--- config.mk ---
export PLATFORM = sky130hd
export DESIGN_NAME = decoder_rr_arbiter_flat
export DESIGN_NICKNAME = d
export VERILOG_FILES = /design/src/rtl/decoder_rr_arbiter_if.sv /design/src/rtl/decoder_rr_arbiter.sv /design/src/flat_wrapper.sv
export SDC_FILE = /design/constraint.sdc
export NUM_CORES = 1
export LEC_CHECK = 0
export CORE_MARGIN = 1
export CORE_UTILIZATION = 50
export DETAILED_ROUTE_END_ITERATION = 6
export DONT_BUFFER_PORTS = 1
export GPL_TIMING_DRIVEN = 0
export PLACE_DENSITY = 0.7
export SLEW_MARGIN = 20
export SYNTH_ARGS = -nofsm -noshare
export SYNTH_HDL_FRONTEND = slang
export SYNTH_SLANG_ARGS = --single-unit
--- constraint.sdc ---
create_clock -name clk -period 10.1 [get_ports clk]
set_input_delay 1.01 -clock clk [delete_from_list [all_inputs] [get_ports clk]]
set_output_delay 1.01 -clock clk [all_outputs]
set_load 0.05 [all_outputs]
--- src/rtl/decoder_rr_arbiter_if.sv ---
// Request/grant bundle between the requesting logic and the decoder arbiter.
// master = requester side, slave = arbiter side.
interface decoder_rr_arbiter_if;
    logic [15:0] req;
    logic        done;
    logic [3:0]  sel;
    logic        gnt_valid;
    logic [15:0] gnt;
    logic        timeout;

    modport master (
        output req,
        output done,
        input  sel,
        input  gnt_valid,
        input  gnt,
        input  timeout
    );

    modport slave (
        input  req,
        input  done,
        output sel,
        output gnt_valid,
        output gnt,
        output timeout
    );
endinterface

--- src/rtl/decoder_rr_arbiter.sv ---
// Round-robin arbiter driving the select lines of a shared 4-to-16 decoder, with one dead
// cycle between grants. Define DEC_ARB_TIMEOUT_EN to enable the MAX_HOLD forced release.
module decoder_rr_arbiter #(
    parameter int unsigned MAX_HOLD = 8
) (
    input logic                 clk,
    input logic                 rst,
    decoder_rr_arbiter_if.slave bus
);

    typedef enum logic [1:0] {StIdle, StGrant, StGap} state_e;

    state_e     state_q, state_d;
    logic [3:0] sel_q, sel_d;
    logic [3:0] ptr_q, ptr_d;
    logic       gnt_valid_q, gnt_valid_d;
    logic       timeout_q, timeout_d;

    logic       win_found;
    logic [3:0] win_idx;
    logic [3:0] scan_idx;
    logic       normal_rel;
    logic       forced_rel;

    if (MAX_HOLD < 2 || MAX_HOLD > 255) begin : g_bad_max_hold
        $error("decoder_rr_arbiter: MAX_HOLD must be in 2..255");
    end

`ifdef DEC_ARB_TIMEOUT_EN
    logic [7:0] hold_cnt_q, hold_cnt_d;
`endif

    // Rotating priority scan starting at ptr_q; first hit wins.
    always_comb begin
        win_found = 1'b0;
        win_idx   = 4'd0;
        scan_idx  = 4'd0;
        for (int k = 0; k < 16; k++) begin
            scan_idx = ptr_q + 4'(k);
            if (!win_found && bus.req[scan_idx]) begin
                win_found = 1'b1;
                win_idx   = scan_idx;
            end
        end
    end

    assign normal_rel = !bus.req[sel_q] || bus.done;

`ifdef DEC_ARB_TIMEOUT_EN
    assign forced_rel = (hold_cnt_q == 8'(MAX_HOLD - 1)) && !normal_rel;
`else
    assign forced_rel = 1'b0;
`endif

    always_comb begin
        state_d     = state_q;
        sel_d       = sel_q;
        ptr_d       = ptr_q;
        gnt_valid_d = gnt_valid_q;
        timeout_d   = 1'b0;
`ifdef DEC_ARB_TIMEOUT_EN
        hold_cnt_d  = hold_cnt_q;
`endif
        unique case (state_q)
            StIdle, StGap: begin
                if (win_found) begin
                    state_d     = StGrant;
                    sel_d       = win_idx;
                    gnt_valid_d = 1'b1;
`ifdef DEC_ARB_TIMEOUT_EN
                    hold_cnt_d  = 8'd0;
`endif
                end else begin
                    state_d     = StIdle;
                    gnt_valid_d = 1'b0;
                end
            end
            StGrant: begin
                if (normal_rel || forced_rel) begin
                    // sel is held through GAP so the decoder lines never glitch
                    state_d     = StGap;
                    gnt_valid_d = 1'b0;
                    ptr_d       = sel_q + 4'd1;
                    timeout_d   = forced_rel;
                end else begin
`ifdef DEC_ARB_TIMEOUT_EN
                    hold_cnt_d = hold_cnt_q + 8'd1;
`endif
                end
            end
            default: begin
                state_d     = StIdle;
                gnt_valid_d = 1'b0;
            end
        endcase
    end

    always_ff @(posedge clk) begin
        if (rst) begin
            state_q     <= StIdle;
            sel_q       <= 4'd0;
            ptr_q       <= 4'd0;
            gnt_valid_q <= 1'b0;
            timeout_q   <= 1'b0;
        end else begin
            state_q     <= state_d;
            sel_q       <= sel_d;
            ptr_q       <= ptr_d;
            gnt_valid_q <= gnt_valid_d;
            timeout_q   <= timeout_d;
        end
    end

`ifdef DEC_ARB_TIMEOUT_EN
    always_ff @(posedge clk) begin
        if (rst) begin
            hold_cnt_q <= 8'd0;
        end else begin
            hold_cnt_q <= hold_cnt_d;
        end
    end
`endif

    assign bus.sel       = sel_q;
    assign bus.gnt_valid = gnt_valid_q;
    assign bus.gnt       = gnt_valid_q ? (16'h0001 << sel_q) : 16'h0000;
`ifdef DEC_ARB_TIMEOUT_EN
    assign bus.timeout   = timeout_q;
`else
    assign bus.timeout   = 1'b0;
`endif

`ifndef DEC_ARB_TIMEOUT_EN
    // timeout_q is always 0 here; fold it into a sink so it stays referenced
    logic unused_timeout;
    assign unused_timeout = timeout_q;
`endif

endmodule

--- src/flat_wrapper.sv ---
// flat-port wrapper written by rule: the top's interface ports become plain ports
module decoder_rr_arbiter_flat 
#(
    parameter int unsigned MAX_HOLD = 8
)
  (clk, rst, bus_req, bus_done, bus_sel, bus_gnt_valid, bus_gnt, bus_timeout);
  decoder_rr_arbiter_if bus_i ();
  input logic clk;
  input logic rst;
  input wire logic [$bits(bus_i.req)-1:0] bus_req;
  input wire logic [$bits(bus_i.done)-1:0] bus_done;
  output wire logic [$bits(bus_i.sel)-1:0] bus_sel;
  output wire logic [$bits(bus_i.gnt_valid)-1:0] bus_gnt_valid;
  output wire logic [$bits(bus_i.gnt)-1:0] bus_gnt;
  output wire logic [$bits(bus_i.timeout)-1:0] bus_timeout;
  assign bus_i.req = bus_req;
  assign bus_i.done = bus_done;
  assign bus_sel = bus_i.sel;
  assign bus_gnt_valid = bus_i.gnt_valid;
  assign bus_gnt = bus_i.gnt;
  assign bus_timeout = bus_i.timeout;
  decoder_rr_arbiter #(.MAX_HOLD(MAX_HOLD)) u_core (.clk(clk), .rst(rst), .bus(bus_i));
endmodule
==> impl_metrics.env, run 1 <==
export IMPL_status="complete, no violations"
export IMPL_r2r_setup_slack_ps=4850
export IMPL_crit_family="buffers and inverters"
export IMPL_rows=26
export IMPL_grt_overflow=0
export IMPL_vdd_drop_max_uv=148
export IMPL_top_level_ports=41
export IMPL_place_hpwl_um=6680
export IMPL_drtAntennaViolNets=0
export IMPL_clk_latency_ps=240
export IMPL_relSlewSlack=0.377
export IMPL_syn_area_per_cell_um2=8.54
export IMPL_synth_seq_cells=11
export IMPL_grt_max_degree=11
export IMPL_sw_frac_of_total=0.575
export IMPL_ff2ff_path_depth=11
export IMPL_worst_endpoint_arrival_ps=5350
export IMPL_powerDensity_nw_per_um2=278
export IMPL_post_cts_buffers=0
export IMPL_hold_viol=0
export IMPL_cts_resized=0
export IMPL_via_count=2724
export IMPL_setup_viol=0
export IMPL_p_seq_frac=0.122
export IMPL_power_internal_uw=342
export IMPL_wl_um=8310
export IMPL_holdPathStages=2
export IMPL_numPortBuffers=0
export IMPL_ys_warn_count=0
export IMPL_worst_pin_slew_ps=934
export IMPL_syn_nets=353
export IMPL_min_to="u_core.state_q[0]$_SDFFE_PP0P_"
export IMPL_grt_pass1_wl_um=13600
export IMPL_drcViolationCount=0
export IMPL_clk_pin_slew_worst_paths_ps=50
export IMPL_max_stage_delay_ps=760
export IMPL_setup_tns_ps=0
export IMPL_final_common_cell="nand2_1"
export IMPL_start_util=0.527
export IMPL_path_buf_inv=3
export IMPL_root_buffer="clkbuf_8"
export IMPL_antennaDiodeCount=0
export IMPL_worstHoldStart="u_core.state_q[0]$_SDFFE_PP0P_"
export IMPL_startpoint_type="flip-flop"
export IMPL_netlist_area_um2=2740
export IMPL_p_comb_frac=0.823
export IMPL_maxCapViolations=0
export IMPL_design_die_area_um2=5790
export IMPL_cts_tree="built"
export IMPL_clock_skew_ps=0.757
export IMPL_crit_type="flip-flop to flip-flop"
export IMPL_fin_ws_ps=4850
export IMPL_power_leakage_uw=0.00103
export IMPL_dieWidth_um=76.1
export IMPL_netSwitchingPower_uw=463
export IMPL_hold_path_class="flip-flop to flip-flop"
export IMPL_worst_path_stages=11
export IMPL_ys_flop_type="dfxtp_1"
export IMPL_grt_antenna_before_repair=0
export IMPL_dieHeight_um=76.1
export IMPL_met3_usage=0.0419
export IMPL_dp_slack_ps=4930
export IMPL_layout_drive_gt1_share=0.157
export IMPL_drtPass1Iterations=5
export IMPL_cts_sinks=11
export IMPL_cp_max_fo=10
export IMPL_top_usage_layer="met2"
export IMPL_gp_congestion=0.938
export IMPL_r2r_start="u_core.ptr_q[1]$_SDFFE_PP0P_"
export IMPL_cts_buffers_inserted=3
export IMPL_required_ps=10200
export IMPL_synth_edff_count=0
export IMPL_gr_usage_met1=0.390
export IMPL_nNetsFinal=358
export IMPL_grt_pass1_vias=2668
export IMPL_fmax_mhz=190
export IMPL_ys_async_sr_fraction=0
export IMPL_fp_coreArea_um2=5200
export IMPL_cts_hold_fix_buffers=0
export IMPL_rsz0062_at_grt="no"
export IMPL_met2_usage=0.497
export IMPL_drv_slew=0
export IMPL_synthCells=321
export IMPL_vias_per_cell=6.90
export IMPL_drtIter0Drc=261
export IMPL_htreeDepth=1
export IMPL_clockPowerShare=0.054
export IMPL_synth_seq_area_share=0.0803
export IMPL_fin_crit_ps=5250
export IMPL_critPathSlowestCell="nor4_2"
export IMPL_syn2layout_area_growth_pct=5.38
export IMPL_ys_types=62
export IMPL_cp_startpoint="u_core.ptr_q[1]$_SDFFE_PP0P_"
export IMPL_reg2reg_to="u_core.bus.sel[3]$_SDFFE_PP0P_"
export IMPL_wl_per_cell_um=21.0
export IMPL_grtUsageTotal=0.295
export IMPL_final_cell_mix="29 x nand2_1, 28 x nor2_1, 28 x mux4_2, 21 x inv_1, 18 x mux2i_1"
export IMPL_cp_cell_sequence="clkbuf_1 -> inv_1 -> ha_1 -> buf_1 -> mux4_2 -> mux4_1 -> nor4_2 -> a41oi_2 -> o221ai_1 -> o32a_1 -> o31ai_1"
export IMPL_min_period_over_period=0.520
export IMPL_cts_buffer_depth=2
export IMPL_critPathCaptureType="flip-flop"
## power by group through the flow
stage	Combinational [uW]	Clock (uW)	Sequential [uW]
after floorplan	508	0	91.7
after CTS	650	44.0	98.3
after global placement	640	0	98.8
after detailed placement	648	0	98.8
final	662	43.8	98.5
after global routing	714	47.4	100
## how the worst max path moves through the flow
stage                                                end  slack [ps]
after global placement    u_core.bus.sel[3]$_SDFFE_PP0P_        5010
after global routing      u_core.bus.sel[3]$_SDFFE_PP0P_        4600
final                     u_core.bus.sel[3]$_SDFFE_PP0P_        4850
after detailed placement  u_core.bus.sel[3]$_SDFFE_PP0P_        4930
after CTS                 u_core.bus.sel[3]$_SDFFE_PP0P_        4930
after floorplan           u_core.bus.sel[3]$_SDFFE_PP0P_        5970
## through the flow
stage           util  power [uW]  instance area, um2  hold WS, ps  std cells
3_5_place_dp   0.547         746                2850          546        391
5_1_grt        0.555         862                2890          594        395
6_report       0.555         805                2890          563        395
4_1_cts        0.555         792                2890          555        395
2_1_floorplan      -         600                2740          526        321
3_3_place_gp   0.544         738                2830          548        391
## synth_stat cells, types with 3 or more instances
library cell  count  area (um2)
clkbuf_1          8        30.0
o22ai_1           3        18.8
ha_1             13         163
o21ai_0          15        75.1
nor2b_1           4        25.0
nand2b_1          3        18.8
a211o_1           3        26.3
nor2_1           28         105
nand2_1          29         109
nand3_1          12        60.1
nor4_1            4        25.0
and2_1            4        25.0
o211ai_1          6        45.0
buf_1             3        11.3
mux2_2            4        45.0
a22oi_1           4        30.0
a211oi_1          5        37.5
mux2i_1          18         180
o221ai_1          3        26.3
inv_1            21        78.8
and3_1            6        37.5
a31oi_1           6        37.5
xor2_1            5        43.8
dfxtp_1          11         220
mux4_2           28         631
nor3_1            9        45.0
o31ai_1           3        22.5
a21oi_1          11        55.1
xnor2_1           7        61.3
## registers in the layout (all words and copies together), names as in the netlist
| signal | cells |
|---|---|
| u_core.ptr_q | 4 |
| u_core.bus.sel | 4 |
| u_core.state_q | 2 |
| u_core.bus.gnt_valid | 1 |
## final cells by class
class                      instances  area (um2)
buffer                            17         101
sequential                        11         220
clock buffer                       4        45.0
tap                               70        87.6
fill                             482        2310
multi-input combinational        272        2360
inverter                          21        78.8
## cell families (layout without fill, tap and decap cells)
logic type                 Yosys count  after routing  synth area share
and+or+nand+nor                    115            115             0.222
AOI/OAI and AO/OA                   79             79             0.202
other                                1              1           0.00137
xor gates and xnor gates            12             12            0.0383
muxes                               52             52             0.331
buffers and inverters               38             42            0.0657
DFF                                 11             11            0.0803
adders and majority gates           13             13            0.0593
## routing by layer
layer	up-vias	part of all wire	routed length, um
li1	1258	-	-
met3	10	0.072	595
met2	124	0.49	4080
met5	-	0	0
met1	1332	0.42	3480
met4	0	0.019	155
## worst reg2reg max path: stages (launching register included)
cell and delay (ps):
dfxtp_1 540, clkbuf_1 530, inv_1 290, ha_1 450
buf_1 540, mux4_2 500, mux4_1 620, nor4_2 760
a41oi_2 400, o221ai_1 210, o32a_1 190, o31ai_1 70
No activity file was read; power rests on OpenSTA's default activity.
==> inputs of run 2 (changes only) <==
==> constraint.sdc (replaced) <==
create_clock -name clk -period 5.15 [get_ports clk]
set_input_delay 0.515 -clock clk [delete_from_list [all_inputs] [get_ports clk]]
set_output_delay 0.515 -clock clk [all_outputs]
set_load 0.05 [all_outputs]
==> run 2 against run 1 <==
  * Non-clock buffer count did not move
  * Setup slack got worse by 4400 ps
  * Via count rose by 0.15%
  * Global-route usage barely moved
  * Sequential share of layout area barely moved
  * Worst hold slack got worse by 68 ps
  * Clock skew barely moved
  * Clock power rose by 97%
  * Critical path type unchanged
  * Register-to-register slack got worse by 4400 ps
  * Power rose by 98%
  * Core utilization rose by 0.22 points
==> impl_metrics.env, run 2 (same netlist as run 1, synthesis figures left out) <==
export IMPL_rows=26
export IMPL_nNetsFinal=358
export IMPL_worst_pin_slew_ps=925
export IMPL_worstHoldStart="rst"
export IMPL_drtIter0Drc=339
export IMPL_route_met3_wl_um=541
export IMPL_layout_drive_gt1_share=0.163
export IMPL_drtAntennaViolNets=0
export IMPL_root_buffer="clkbuf_8"
export IMPL_startpoint_type="flip-flop"
export IMPL_cts_buffer_depth=2
export IMPL_ff2ff_path_depth=13
export IMPL_wl_per_cell_um=21.0
export IMPL_clk_pin_slew_worst_paths_ps=50
export IMPL_fin_total_pwr_uw=1590
export IMPL_drtPass1Iterations=5
export IMPL_wl_um=8310
export IMPL_cts_tree="built"
export IMPL_design_die_area_um2=5790
export IMPL_grt_pass1_wl_um=13500
export IMPL_cts_sinks=11
export IMPL_route_met2_wl_um=4060
export IMPL_dieHeight_um=76.1
export IMPL_setup_viol=0
export IMPL_antennaDiodeCount=0
export IMPL_final_common_cell="nand2_1"
export IMPL_r2r_setup_slack_ps=400
export IMPL_grt_pass1_vias=2668
export IMPL_worst_endpoint_arrival_ps=4850
export IMPL_fp_coreArea_um2=5200
export IMPL_gp_congestion=0.938
export IMPL_cp_max_fo=10
export IMPL_min_period_over_period=0.922
export IMPL_final_util=0.557
export IMPL_start_util=0.527
export IMPL_placed_cells_incl_taps=391
export IMPL_fmax_mhz=211
export IMPL_grt_overflow=0
export IMPL_required_ps=5250
export IMPL_maxCapViolations=0
export IMPL_holdPathStages=3
export IMPL_min_to="u_core.bus.sel[1]$_SDFFE_PP0P_"
export IMPL_drcViolationCount=0
export IMPL_r2r_start="u_core.ptr_q[2]$_SDFFE_PP0P_"
export IMPL_vdd_drop_max_uv=293
export IMPL_vias_per_cell=6.91
export IMPL_top_level_ports=41
export IMPL_fillerInstances=482
export IMPL_power_leakage_uw=0.00104
export IMPL_clock_skew_ps=0.707
export IMPL_post_cts_buffers=0
export IMPL_crit_type="flip-flop to flip-flop"
export IMPL_met1Wirelength_um=3540
export IMPL_numPortBuffers=0
export IMPL_grt_max_degree=11
export IMPL_reg2reg_to="u_core.bus.sel[3]$_SDFFE_PP0P_"
export IMPL_critPathCaptureType="flip-flop"
export IMPL_final_cell_mix="29 x nand2_1, 28 x nor2_1, 28 x mux4_2, 21 x inv_1, 18 x mux2i_1"
export IMPL_dp_slack_ps=-16.8
export IMPL_dieWidth_um=76.1
export IMPL_via_count=2728
export IMPL_fin_ws_ps=400
export IMPL_status="complete, no violations"
export IMPL_final_cells=395
export IMPL_place_hpwl_um=6680
export IMPL_hold_path_class="primary input to flip-flop"
export IMPL_htreeDepth=1
export IMPL_relSlewSlack=0.383
export IMPL_fin_crit_ps=4750
export IMPL_grtUsageTotal=0.294
export IMPL_clk_latency_ps=240
export IMPL_setup_tns_ps=0
export IMPL_rsz0062_at_grt="no"
export IMPL_grt_antenna_before_repair=0
export IMPL_cts_buffers_inserted=3
export IMPL_drv_slew=0
export IMPL_topRoutingLayerUsed="met4"
export IMPL_powerDensity_nw_per_um2=549
export IMPL_hold_viol=0
export IMPL_syn2layout_area_growth_pct=5.79
[run 2: cell count changes in the layout (fill, tap and decap cells not counted)]
| cell | change |
|---|---|
| clkbuf_2 | +2 |
| buf_1 | -1 |
| clkbuf_1 | -1 |
| nor4_2 | -1 |
| nor4_4 | +1 |
[run 2: worst max-delay path, stage by stage, from the launching register on]
cell      delay [ps]
dfxtp_1          360
clkbuf_1         450
clkbuf_1         440
inv_1            290
ha_1             310
a21boi_1         170
xnor2_1          400
mux4_2           620
or4b_4           570
nor2_4           200
a41oi_2          310
o221ai_1         200
o32a_1           190
o31ai_1           70
[run 2: worst max path at each step]
stage | startpoint | endpoint | depth (start not counted)
after global placement | u_core.ptr_q[1]$_SDFFE_PP0P_ | u_core.bus.sel[3]$_SDFFE_PP0P_ | 11
final | u_core.ptr_q[2]$_SDFFE_PP0P_ | u_core.bus.sel[3]$_SDFFE_PP0P_ | 13
after floorplan | u_core.ptr_q[1]$_SDFFE_PP0P_ | u_core.bus.sel[3]$_SDFFE_PP0P_ | 13
after detailed placement | u_core.ptr_q[1]$_SDFFE_PP0P_ | u_core.bus.sel[3]$_SDFFE_PP0P_ | 11
after global routing | u_core.ptr_q[2]$_SDFFE_PP0P_ | u_core.bus.sel[3]$_SDFFE_PP0P_ | 13
after CTS | u_core.ptr_q[1]$_SDFFE_PP0P_ | u_core.bus.sel[3]$_SDFFE_PP0P_ | 12
[run 2: repair_timing]
item,CTS,global route
hold buffers,0,0
resized for setup,1,3
endpoints found under the setup margin,1,6
[run 2: per-stage QoR]
| stage | cell area [um2] | hold WS [ps] |
|---|---|---|
| finish | 2900 | 495 |
| global route | 2900 | 495 |
| CTS | 2900 | 491 |
| detailed placement | 2850 | 546 |
| global placement | 2830 | 548 |
| floorplan | 2740 | 526 |
[run 2: layout make-up]
cell class | instances | area (um2) | share of cell area
Sequential cell | 11 | 220 | 0.0759
Tap cell | 70 | 87.6 | 0.0302
Buffer | 17 | 104 | 0.0358
Clock buffer | 4 | 45.0 | 0.0155
Multi-Input combinational cell | 272 | 2370 | 0.815
Inverter | 21 | 78.8 | 0.0272
[run 2: layer usage]
layer	GRT usage	vias up
met5	0	-
met1	0.389	1323
li1	-	1264
met3	0.0419	12
met2	0.497	129
met4	0.0923	0
[run 2: power by group]
part / internal [uW] / leakage [uW] / switching [uW]
Sequential: 108 / 0.0000906 / 86.0
Clock: 54.3 / 0.0000228 / 31.8
Combinational: 512 / 0.000924 / 799
==> inputs of run 3 (changes only) <==
--- a/config.mk
+++ b/config.mk
@@ -7,6 +7,7 @@
 export LEC_CHECK = 0
 export CORE_MARGIN = 1
 export CORE_UTILIZATION = 50
+export CTS_BUF_LIST = sky130_fd_sc_hd__clkbuf_8
 export DETAILED_ROUTE_END_ITERATION = 6
 export DONT_BUFFER_PORTS = 1
 export GPL_TIMING_DRIVEN = 0
==> run 3 against run 2 <==
  * Flip-flop and latch count stayed put
  * Register-to-register slack hardly changed
  * Critical path type unchanged
  * First-iteration DRC count stayed put
  * Routed wire length hardly changed
  * Clock skew hardly changed
  * Combinational power hardly changed
  * Critical endpoint unchanged
  * Sequential power hardly changed
  * Largest power group unchanged
==> impl_metrics.env, run 3 (same netlist as run 1, synthesis figures left out) <==
export IMPL_status="complete, no violations"
export IMPL_fp_coreArea_um2=5200
export IMPL_final_cell_mix="29 x nand2_1, 28 x nor2_1, 28 x mux4_2, 22 x inv_1, 18 x mux2i_1"
export IMPL_fin_crit_ps=4750
export IMPL_placed_area_um2=2850
export IMPL_worst_endpoint_arrival_ps=4850
export IMPL_relSlewSlack=0.380
export IMPL_drtIter0Drc=339
export IMPL_rsz0062_at_grt="no"
export IMPL_dp_slack_ps=-16.8
export IMPL_top_level_ports=41
export IMPL_rows=26
export IMPL_htreeDepth=1
export IMPL_final_common_cell="nand2_1"
export IMPL_drcViolationCount=0
export IMPL_hold_viol=0
export IMPL_final_seq_area_um2=220
export IMPL_antennaDiodeCount=0
export IMPL_wl_um=8310
export IMPL_maxCapViolations=0
export IMPL_place_hpwl_um=6680
export IMPL_cts_buffers_inserted=3
export IMPL_cts_buffer_depth=2
export IMPL_startpoint_type="flip-flop"
export IMPL_worst_pin_slew_ps=928
export IMPL_cp_max_fo=10
export IMPL_start_util=0.527
export IMPL_numPortBuffers=0
export IMPL_cts_tree="built"
export IMPL_fmax_mhz=211
export IMPL_drtPass1Iterations=5
export IMPL_power_leakage_uw=0.00104
export IMPL_min_period_over_period=0.922
export IMPL_grt_pass1_wl_um=13500
export IMPL_dieWidth_um=76.1
export IMPL_hold_ws_ps=494
export IMPL_final_area_um2=2900
export IMPL_crit_type="flip-flop to flip-flop"
export IMPL_fillerInstances=482
export IMPL_setup_viol=0
export IMPL_nNetsFinal=358
export IMPL_clk_latency_ps=240
export IMPL_dieHeight_um=76.1
export IMPL_wl_per_cell_um=21.0
export IMPL_cts_sinks=11
export IMPL_vdd_drop_max_uv=294
export IMPL_vias_per_cell=6.91
export IMPL_drtAntennaViolNets=0
export IMPL_grtUsageTotal=0.294
export IMPL_setup_tns_ps=0
export IMPL_clock_skew_ps=0.951
export IMPL_multi_input_area_um2=2370
export IMPL_root_buffer="clkbuf_8"
export IMPL_clk_pin_slew_worst_paths_ps=50
export IMPL_final_cells=395
export IMPL_grt_max_degree=11
export IMPL_grt_overflow=0
export IMPL_critPathCaptureType="flip-flop"
export IMPL_via_count=2728
export IMPL_syn2layout_area_growth_pct=5.79
export IMPL_drv_slew=0
export IMPL_cts_hold_fix_buffers=0
export IMPL_placed_cells_incl_taps=391
export IMPL_post_cts_buffers=0
export IMPL_required_ps=5250
export IMPL_gp_congestion=0.938
export IMPL_fin_ws_ps=400
export IMPL_layout_drive_gt1_share=0.163
export IMPL_design_die_area_um2=5790
export IMPL_powerDensity_nw_per_um2=547
export IMPL_grt_pass1_vias=2668
export IMPL_grt_antenna_before_repair=0
export IMPL_hold_path_class="primary input to flip-flop"
-- run 3: cell count changes in the layout (fill, tap and decap cells not counted) --
cell	before	now
clkbuf_1	8	7
inv_1	21	22
-- run 3: per-layer routing --
metal,GRT usage,vias up,part of all wire
met1,0.389,1310,0.42
met5,0,-,0
met3,0.0419,13,0.072
met2,0.497,139,0.49
met4,0.0923,0,0.021
li1,-,1266,-
-- run 3: path summary, 6_finish.rpt --
check	start	to	slack [ps]	depth (start not counted)
setup / recovery	u_core.ptr_q[2]$_SDFFE_PP0P_	u_core.bus.sel[3]$_SDFFE_PP0P_	400	13
hold / removal	rst	u_core.bus.sel[1]$_SDFFE_PP0P_	490	3
setup reg to reg	u_core.ptr_q[2]$_SDFFE_PP0P_	u_core.bus.sel[3]$_SDFFE_PP0P_	400	13
hold reg to reg	u_core.state_q[0]$_SDFFE_PP0P_	u_core.state_q[0]$_SDFFE_PP0P_	560	2
-- run 3: layout make-up --
type                    instances  share of cell area
inverters                      21              0.0272
well taps                      70              0.0302
flip-flops and latches         11              0.0759
clock inverters                 1             0.00129
multi-input cells             272               0.815
plain buffers                  17              0.0358
clock buffers                   3              0.0142
-- run 3: per-stage QoR --
stage / power [uW] / util
after detailed placement: 1460 / 0.547
after global placement: 1450 / 0.544
after global routing: 1700 / 0.557
after floorplan: 1180 / -
after CTS: 1560 / 0.557
final: 1590 / 0.557
-- run 3: repair_timing --
action / CTS / global route
gates resized for setup: 1 / 3
hold endpoints to repair: 0 / 0
endpoints found under the setup margin: 1 / 6
-- run 3: worst max-delay path, stage by stage (launching register included) --
cell	delay [ps]
dfxtp_1	360
clkbuf_1	450
clkbuf_1	440
inv_1	290
ha_1	310
a21boi_1	170
xnor2_1	400
mux4_2	620
or4b_4	570
nor2_4	200
a41oi_2	310
o221ai_1	200
o32a_1	190
o31ai_1	70
-- run 3: power breakdown --
| group | leakage (uW) | internal [uW] | switching, uW |
|---|---|---|---|
| Combinational | 0.000924 | 512 | 797 |
| Sequential | 0.0000906 | 108 | 86.1 |
| Clock | 0.0000269 | 52.3 | 32.1 |
| Total | 0.00104 | 672 | 915 |
